`src/rtl/lcd_i2c_ctrl.sv`:
```
// HD44780 character-LCD controller driving a PCF8574 I2C backpack in 4-bit mode.
// Runs the power-up init list on its own. After that it accepts one command or
// data byte per valid/ready handshake. Each byte becomes one I2C write
// transaction, followed by the LCD execution wait.
//
// state     | meaning
// ----------+-------------------------------------------------------------
// PWRUP     | waiting for LCD supply to settle after reset
// INIT_TX   | sending one item of the init list
// INIT_WAIT | LCD execution wait after an init item
// IDLE      | ready for a request
// TX        | sending the accepted request byte
// WAIT      | LCD execution wait after a request
module lcd_i2c_ctrl #(
    parameter int         CLK_HZ          = 50_000_000,
    parameter int         I2C_HZ          = 100_000,
    parameter logic [6:0] I2C_ADDR        = 7'h27,
    parameter int         POWERUP_CYCLES  = 2_500_000,
    parameter int         CMD_WAIT_CYCLES = 2500,
    parameter int         CLR_WAIT_CYCLES = 100_000,
    parameter bit         BACKLIGHT       = 1'b1
) (
    input  logic       clk,
    input  logic       rst_n,
    input  logic       req_valid,
    output logic       req_ready,
    input  logic       req_rs,
    input  logic [7:0] req_data,
    output logic       init_done,
    output logic       busy,
    output logic       nack_err,
    output logic       scl_oe,
    output logic       sda_oe,
    input  logic       sda_i
);

    localparam int QTR  = CLK_HZ / (4 * I2C_HZ);
    localparam int MAX1 = (POWERUP_CYCLES > CLR_WAIT_CYCLES) ? POWERUP_CYCLES : CLR_WAIT_CYCLES;
    localparam int MAX2 = (MAX1 > CMD_WAIT_CYCLES) ? MAX1 : CMD_WAIT_CYCLES;
    localparam int MAXC = (MAX2 > QTR) ? MAX2 : QTR;
    localparam int CW   = $clog2(MAXC + 1);

    localparam logic [1:0] SEG_START = 2'd0;
    localparam logic [1:0] SEG_BYTE  = 2'd1;
    localparam logic [1:0] SEG_STOP  = 2'd2;

    typedef enum logic [2:0] {PWRUP, INIT_TX, INIT_WAIT, IDLE, TX, WAIT} state_t;

    state_t          state, state_nxt;
    logic [CW-1:0]   cnt;
    logic [CW-1:0]   qcnt;
    logic [1:0]      phase;
    logic [1:0]      seg;
    logic [3:0]      bit_idx;
    logic [2:0]      byte_idx;
    logic [2:0]      init_idx;
    logic            single;
    logic            rs_q;
    logic [7:0]      data_q;
    logic            ack_nack;
    logic            sda_r;

    logic            tx_active, wait_active, cnt_zero, qtick, tx_done, enter_tx, long_wait;
    logic [2:0]      last_byte, idx_nxt;
    logic [3:0]      nibble;
    logic [7:0]      cur_byte, init_byte;

    assign tx_active   = (state == INIT_TX) || (state == TX);
    assign wait_active = (state == PWRUP) || (state == INIT_WAIT) || (state == WAIT);
    assign cnt_zero    = (cnt == '0);
    assign qtick       = (qcnt == '0);
    assign tx_done     = tx_active && (seg == SEG_STOP) && (phase == 2'd3) && qtick;
    assign enter_tx    = ((state_nxt == INIT_TX) || (state_nxt == TX)) && !tx_active;
    assign last_byte   = single ? 3'd2 : 3'd4;
    assign long_wait   = !rs_q && ((data_q == 8'h01) || (data_q == 8'h02));
    assign idx_nxt     = (state == PWRUP) ? 3'd0 : init_idx + 3'd1;

    // Odd data bytes carry EN=1 and even ones EN=0, so each nibble is strobed
    // by the byte pair. Single-nibble items hold their nibble in the high half.
    assign nibble   = (byte_idx <= 3'd2) ? data_q[7:4] : data_q[3:0];
    assign cur_byte = (byte_idx == 3'd0) ? {I2C_ADDR, 1'b0}
                                         : {nibble, BACKLIGHT, byte_idx[0], 1'b0, rs_q};

    // The START segment begins at phase 2. SDA therefore falls on the first
    // cycle of a transaction. SCL is low in phases 0-1 and released in phases 2-3.
    assign scl_oe = tx_active && ((seg == SEG_START) ? (phase == 2'd3) : !phase[1]);
    assign sda_oe = sda_r;

    // Init list: the first four items are single 8-bit-mode nibbles. The rest are full bytes.
    always_comb begin
        case (idx_nxt)
            3'd0, 3'd1, 3'd2: init_byte = 8'h30;
            3'd3:             init_byte = 8'h20;
            3'd4:             init_byte = 8'h28;
            3'd5:             init_byte = 8'h0C;
            3'd6:             init_byte = 8'h06;
            default:          init_byte = 8'h01;
        endcase
    end

    // State register
    always_ff @(posedge clk) begin
        if (!rst_n) state <= PWRUP;
        else        state <= state_nxt;
    end

    // Next-state and handshake outputs
    always_comb begin
        state_nxt = state;
        req_ready = 1'b0;
        busy      = 1'b1;
        case (state)
            PWRUP:     if (cnt_zero) state_nxt = INIT_TX;
            INIT_TX:   if (tx_done) state_nxt = INIT_WAIT;
            INIT_WAIT: if (cnt_zero) state_nxt = (init_idx == 3'd7) ? IDLE : INIT_TX;
            IDLE: begin
                req_ready = 1'b1;
                busy      = 1'b0;
                if (req_valid) state_nxt = TX;
            end
            TX:        if (tx_done) state_nxt = WAIT;
            WAIT:      if (cnt_zero) state_nxt = IDLE;
            default:   state_nxt = PWRUP;
        endcase
    end

    // Delay counters, transaction loading and the bit-level I2C engine
    always_ff @(posedge clk) begin
        if (!rst_n) begin
            cnt       <= CW'(POWERUP_CYCLES - 1);
            qcnt      <= '0;
            phase     <= 2'd0;
            seg       <= SEG_START;
            bit_idx   <= 4'd0;
            byte_idx  <= 3'd0;
            init_idx  <= 3'd0;
            single    <= 1'b0;
            rs_q      <= 1'b0;
            data_q    <= 8'h00;
            ack_nack  <= 1'b0;
            sda_r     <= 1'b0;
            init_done <= 1'b0;
            nack_err  <= 1'b0;
        end else begin
            if (wait_active && !cnt_zero) cnt <= cnt - 1'b1;

            if (enter_tx) begin
                seg      <= SEG_START;
                phase    <= 2'd2;
                qcnt     <= CW'(QTR - 1);
                sda_r    <= 1'b1;
                bit_idx  <= 4'd0;
                byte_idx <= 3'd0;
                ack_nack <= 1'b0;
                if (state_nxt == TX) begin
                    rs_q   <= req_rs;
                    data_q <= req_data;
                    single <= 1'b0;
                end else begin
                    rs_q     <= 1'b0;
                    data_q   <= init_byte;
                    single   <= (idx_nxt < 3'd4);
                    init_idx <= idx_nxt;
                end
            end else if (tx_active) begin
                if (!qtick) begin
                    qcnt <= qcnt - 1'b1;
                end else begin
                    qcnt  <= CW'(QTR - 1);
                    phase <= phase + 2'd1;
                    case (seg)
                        SEG_START: if (phase == 2'd3) begin
                            seg   <= SEG_BYTE;
                            phase <= 2'd0;
                        end
                        SEG_BYTE: begin
                            // SDA moves one quarter after SCL falls, which gives slave hold time.
                            if (phase == 2'd0)
                                sda_r <= (bit_idx == 4'd8) ? 1'b0 : ~cur_byte[3'd7 - bit_idx[2:0]];
                            if (phase == 2'd2 && bit_idx == 4'd8) begin
                                ack_nack <= sda_i;
                                if (sda_i) nack_err <= 1'b1;
                            end
                            if (phase == 2'd3) begin
                                if (bit_idx != 4'd8) begin
                                    bit_idx <= bit_idx + 4'd1;
                                end else begin
                                    bit_idx <= 4'd0;
                                    if (ack_nack || byte_idx == last_byte) seg <= SEG_STOP;
                                    else byte_idx <= byte_idx + 3'd1;
                                end
                            end
                        end
                        default: begin
                            if (phase == 2'd0) sda_r <= 1'b1;
                            if (phase == 2'd2) sda_r <= 1'b0;
                        end
                    endcase
                end
            end

            if (tx_done)
                cnt <= long_wait ? CW'(CLR_WAIT_CYCLES - 1) : CW'(CMD_WAIT_CYCLES - 1);
            if (state == INIT_WAIT && state_nxt == IDLE) init_done <= 1'b1;
        end
    end

endmodule
```
`config.mk`:
```
export PLATFORM = sky130hd
export DESIGN_NAME = lcd_i2c_ctrl
export DESIGN_NICKNAME = d
export VERILOG_FILES = /design/src/rtl/lcd_i2c_ctrl.sv
export SDC_FILE = /design/constraint.sdc
export NUM_CORES = 1
export LEC_CHECK = 0
export CAP_MARGIN = 20
export CORE_AREA = 2 2 81 99
export DETAILED_ROUTE_END_ITERATION = 10
export DIE_AREA = 0 0 83 101
export PLACE_DENSITY_LB_ADDON = 0.2
export SYNTH_ARGS = -nofsm -noshare
export SYNTH_HDL_FRONTEND = slang
export SYNTH_SLANG_ARGS = --single-unit
```
`constraint.sdc`:
```
create_clock -name clk -period 2.7 [get_ports clk]
set_input_delay 0.27 -clock clk [delete_from_list [all_inputs] [get_ports clk]]
set_output_delay 0.27 -clock clk [all_outputs]
set_load 0.005 [all_outputs]
```
-- Word level (Yosys, flattened, before mapping)
Cells that the tools add are included.
- register bits after elaboration: 75
- input bits: 13
- output and inout bits: 6
- word-level logic and storage cells: 151
- add/subtract/negate cells: 7
- magnitude comparators: 3
- equal/unequal tests: 30
- muxes and demuxes: 46
- bitwise logic cells: 6
- reduce and logical (&&, ||, !) cells: 42
- operators with widths (kind ; count):
    two-way mux 22 bit ; 3
    zero test 22 bit ; 2
    subtractor 22 x 1 -> 22 bit (second input constant) ; 2
    case mux 6 bit (5 select lines) ; 1
    two-way mux 3 bit ; 8
    == test 3 bit (second input constant) ; 7
    two-way mux 2 bit ; 10
    case mux 3 bit (6 select lines) ; 1
    two-way mux 17 bit ; 1
    two-way mux 8 bit ; 2
    == test 3 x 2 -> 1 bit (second input constant) ; 5
    two-way mux 7 bit ; 2
    two-way mux 1 bit ; 13
    AND reduction 6 bit ; 2
    inequality test 2 bit (second input constant) ; 5
    == test 3 x 1 -> 1 bit (second input constant) ; 3
    logical AND 1 bit ; 9
    zero test 3 bit ; 3
    == test 8 x 1 -> 1 bit (second input constant) ; 1
    == test 8 x 2 -> 1 bit (second input constant) ; 1
    two-way mux 4 bit ; 2
    AND reduction 4 bit ; 2
    nonzero test 2 bit ; 4
    AND reduction 7 bit ; 1
    25 further kinds ; 44

-- Longest topological paths before layout
- depth after elaboration: 12
- mapped depth: 11
- depth with buffers taken out: 9

-- Worst setup path after synthesis
Ideal clock, no wire load.
- kind: register to register
- start: register cnt[0]
- end: register cnt[11]
- library setup time: 0.070 ns
- data arrival time: 2.823 ns
- required time: 2.630 ns
- setup slack: -0.193 ns
- cell stages (with the launch flop): 12
- buffers on the path: 2
- clock period less this slack: 2.893 ns
- cell sequence: dfxtp_1 > inv_1 > ha_1 > or4b_1 > clkbuf_1 > nand4bb_1 > o21ai_0 > or4b_2 > clkbuf_1 > or4_1 > xor2_1 > a21oi_1
- cells in the longest elaborated chain, start to end: 4
- elaborated cells on any way between the ends: 7
- those cells by class: 1 x add/sub; 2 x mux; 4 x reduce/logical
- RTL lines (element ; RTL line ; text):
    start, declared ; 50 ; logic [CW-1:0] cnt;
    start signal, assigned ; 130 ; cnt <= CW'(POWERUP_CYCLES - 1);
    start signal, assigned ; 145 ; if (wait_active && !cnt_zero) cnt <= cnt - 1'b1;
    start signal, assigned ; 203 ; cnt <= long_wait ? CW'(CLR_WAIT_CYCLES - 1) : CW'(CMD_WAIT_CYCLES - 1);
    branches (longest 4 deep; another with subtractor 22 x 1 -> 22 bit) ; n/a ;
Several ways; the timed one is not identified. The select of a mux whose other input is x is not followed.
A chain may end at the register's enable or synchronous reset.

-- Final worst setup path
- start: register qcnt[10]
- end: register cnt[18]
- cells in the longest elaborated chain, start to end: 3
- elaborated cells on any way between the ends: 4
- those cells by class: 1 x mux; 3 x reduce/logical
- RTL lines (element ; RTL line ; text):
    start, declared ; 51 ; logic [CW-1:0] qcnt;
    start signal, assigned ; 150 ; qcnt <= CW'(QTR - 1);
    start signal, assigned ; 167 ; qcnt <= qcnt - 1'b1;
    start signal, assigned ; 169 ; qcnt <= CW'(QTR - 1);
    zero test 22 bit (*) ; 71 ; assign qtick = (qcnt == '0);
    logical AND 1 bit (*) ; 72 ; assign tx_done = tx_active && (seg == SEG_STOP) && (phase == 2'd3) && qtick;
    two-way mux 22 bit / nonzero test 2 bit (equally long branches) ; n/a ;
Mark *: on every way between the ends. The rest lies on a longest branch, timed or not.

==> results.toml <==
[status]
outcome = "finished, final reports clean"

[setup_path]
reg2reg_to = "cnt[18]"
rrSetupSlack_ps = 2
rr_worst_depth = 7
crit_buf_inv = 0
worstSetupEndpointType = "flop"
crit_required_ps = 2930
slowest_delay_ps = 520
crit_slowest_cell = "or4_4"
worstPathCellList = "or4_4, or3_4, or4_4, a211o_1, or4_4, xor2_1, o21ai_1"
crit_path_max_fanout = 4
critPathTopFamily = "simple AND/OR/NAND/NOR gates"
crit_type = "flop to flop"
path_common_cell = "or4_4"
reg2reg_from = "qcnt[10]"
arrival_ps = 2930
start_kind = "flop"

[cells_and_area]
multi_input_area_mm2 = 0.00250
final_cells = 639
final_nets = 569
layout-drive-gt1-share_pct = 21.4
final_common_cell = "dfxtp_1"
finalInstanceArea_mm2 = 0.00502
mostFrequentLayoutCells = "dfxtp_1 (71), nor2_1 (58), buf_4 (48)"
seqCellArea_mm2 = 0.00151
synthToLayoutAreaGrowth_pct = 27.7
nFillCells = 622
n_antenna_cell = 0

[timing]
drv_slew = 0
setup_viol = 0
fin_crit_ps = 2700
worst_pin_slew_ps = 748
fmax_mhz = 371
relSlewSlack_pct = 49.9
hold_viol = 0
rsz0062_at_grt = "true"
min_period_over_period_pct = 99.9
skew_ps = 10.6
fin_tns_setup_ps = 0
whs_ps = 469

[drt]
ant_nets = 0
vias = 3696
drt-wirelength-per-cell_um = 14.9
viasPerCell = 5.78
wl_mm = 9.52
drc = 0
drt-pass1-iter-count = 4
drtIter0Drc = 158

[clock_tree]
htree_levels = 3
root_buffer = "clkbuf_8"
cts_made_buffers = 9
cts.path.max_buffers = 2
clk_latency_ps = 350
clock-sinks = 75
tritoncts = "yes"
clk_pin_slew_ps = 80

[die]
row_count = 35
die_h_um = 101
coreArea_mm2 = 0.00749
dieArea_mm2 = 0.00838
initial_core_util_pct = 52.5
die_x_um = 83
io_pins = 19

[synthesis]
synth_nets = 507
syn_avg_cell_area_um2 = 8.17
seq_area_frac_synth_pct = 38.2
ys_ff_latch = 75
async_flop_share_pct = 0
synthFlopType = "dfxtp_1"
synth-edff-count = 0
syn_inst = 481
yosysWarnings = 0
syn_area_mm2 = 0.00393
ys_types = 58

[power_and_ir_drop]
power_leakage_nw = 1.94
peakVddDrop_v = 0.000280
pwr_density_cell_mw_per_mm2 = 414

[grt]
overflow = 0
grt_max_degree = 22
grtUsageMet1_pct = 28.3
grt_pass1_vias = 3515
grt-busiest-layer = "met2"
antenna_found_initial = 0
grt_pass1_wl_mm = 15.5
met2_usage_pct = 39.5
track_usage_pct = 22.6
use_met3_pct = 2.87

[hold_path]
hp-class = "flop to flop"
min_path_cells = 2
min-delay-start = "init_idx[1]"
hold_end = "init_idx[1]"

[placed_design]
io_buffers = 18
place_inst = 613
place_area_mm2 = 0.00452
routabilityCongestion = 0.852
hpwl_mm = 6.70

[job]
drv_cap = 0
-- synth_stat cells (all sizes together), types with 5 or more instances --
| cell type | instances | area share [%] |
|---|---|---|
| dfxtp | 75 | 38 |
| nor2 | 70 | 6.7 |
| nand2 | 32 | 3.1 |
| a21oi | 29 | 3.7 |
| nor3 | 25 | 3.2 |
| xnor2 | 23 | 5.1 |
| o21ai | 21 | 2.7 |
| clkbuf | 19 | 1.8 |
| inv | 17 | 1.6 |
| nand3 | 16 | 2.0 |
| xor2 | 16 | 3.6 |
| ha | 13 | 4.1 |
| or3 | 13 | 2.1 |
| nor4 | 11 | 1.8 |
| or4 | 11 | 2.2 |
| mux2i | 8 | 2.0 |
| nor2b | 8 | 1.3 |
| a31oi | 6 | 0.95 |
| nand2b | 6 | 0.95 |
| a311oi | 5 | 1.1 |
-- layout make-up --
type	instances	share of cell area (%)
Timing Repair Buffer	72	12.6
Multi-Input combinational cell	367	49.8
Tap cell	92	2.29
Clock buffer	11	3.02
Sequential cell	75	30.0
Inverter	18	1.35
Clock inverter	4	0.997
-- tightest hold or removal path, delay by kind of cell, from the launching register on --
family             cells  cell delay, ps
DFF                    1             320
and+or+nand+nor        1              50
AOI/OAI and AO/OA      1              50
-- metal layers --
layer / wire length [µm] / part of all wire, %
met3: 290 / 3.0
met2: 4600 / 48
met1: 4410 / 46
met5: 0 / 0
met4: 215 / 2.3
-- cell families (layout without fill, tap and decap cells) --
kind of cell / after synthesis / count (layout) / synth area share (%)
adders and majority gates: 13 / 13 / 4.14
and+or+nand+nor: 215 / 215 / 27.7
AOI/OAI and AO/OA: 91 / 91 / 14.9
xor gates and xnor gates: 39 / 39 / 8.69
muxes: 9 / 9 / 2.61
DFF: 75 / 75 / 38.2
buffers and inverters: 39 / 105 / 3.79
-- worst max-delay path by stage --
| stage | to | depth (start not counted) | start | slack, ps |
|---|---|---|---|---|
| floorplan | cnt[18] | 8 | qcnt[10] | -90 |
| global placement | cnt[18] | 7 | qcnt[10] | 5 |
| detailed placement | cnt[18] | 7 | qcnt[10] | -30 |
| CTS | cnt[18] | 7 | qcnt[10] | 5 |
| global route | init_idx[0] | 8 | cnt[5] | -110 |
| finish | cnt[18] | 7 | qcnt[10] | 2 |
-- sequential cells by signal, indices dropped and copies added, names as in the netlist --
signal and cells:
ack_nack 1, bit_idx 4, byte_idx 3, cnt 22, data_q 8, init_done 1
init_idx 3, nack_err 1, phase 2, qcnt 22, rs_q 1, sda_oe 1
seg 2, single 1, state 3
-- report_power, final --
group	switching [mW]	total, mW	internal [mW]
logic	0.0421	0.0806	0.0385
clock network	0.412	0.883	0.471
registers	0.00367	1.11	1.11
total	0.458	2.08	1.62
-- metrics by stage --
step | utilization (%) | setup WS, ps | power, mW
finish | 67.1 | 1.59 | 2.08
detailed placement | 60.4 | -29.9 | 1.20
floorplan | - | -85.0 | 1.17
CTS | 63.7 | 4.79 | 2.08
global route | 67.1 | -111 | 2.15
global placement | 60.4 | 4.68 | 1.20
-- repair_timing --
action | in CTS | in global routing
setup buffers | 2 | 8
cloned | 0 | 1
endpoints found under the setup margin | 9 | 50
gates resized for setup | 6 | 48
hold buffers | 0 | 0
pin swaps | 2 | 17
No activity file was read; power rests on OpenSTA's default activity.
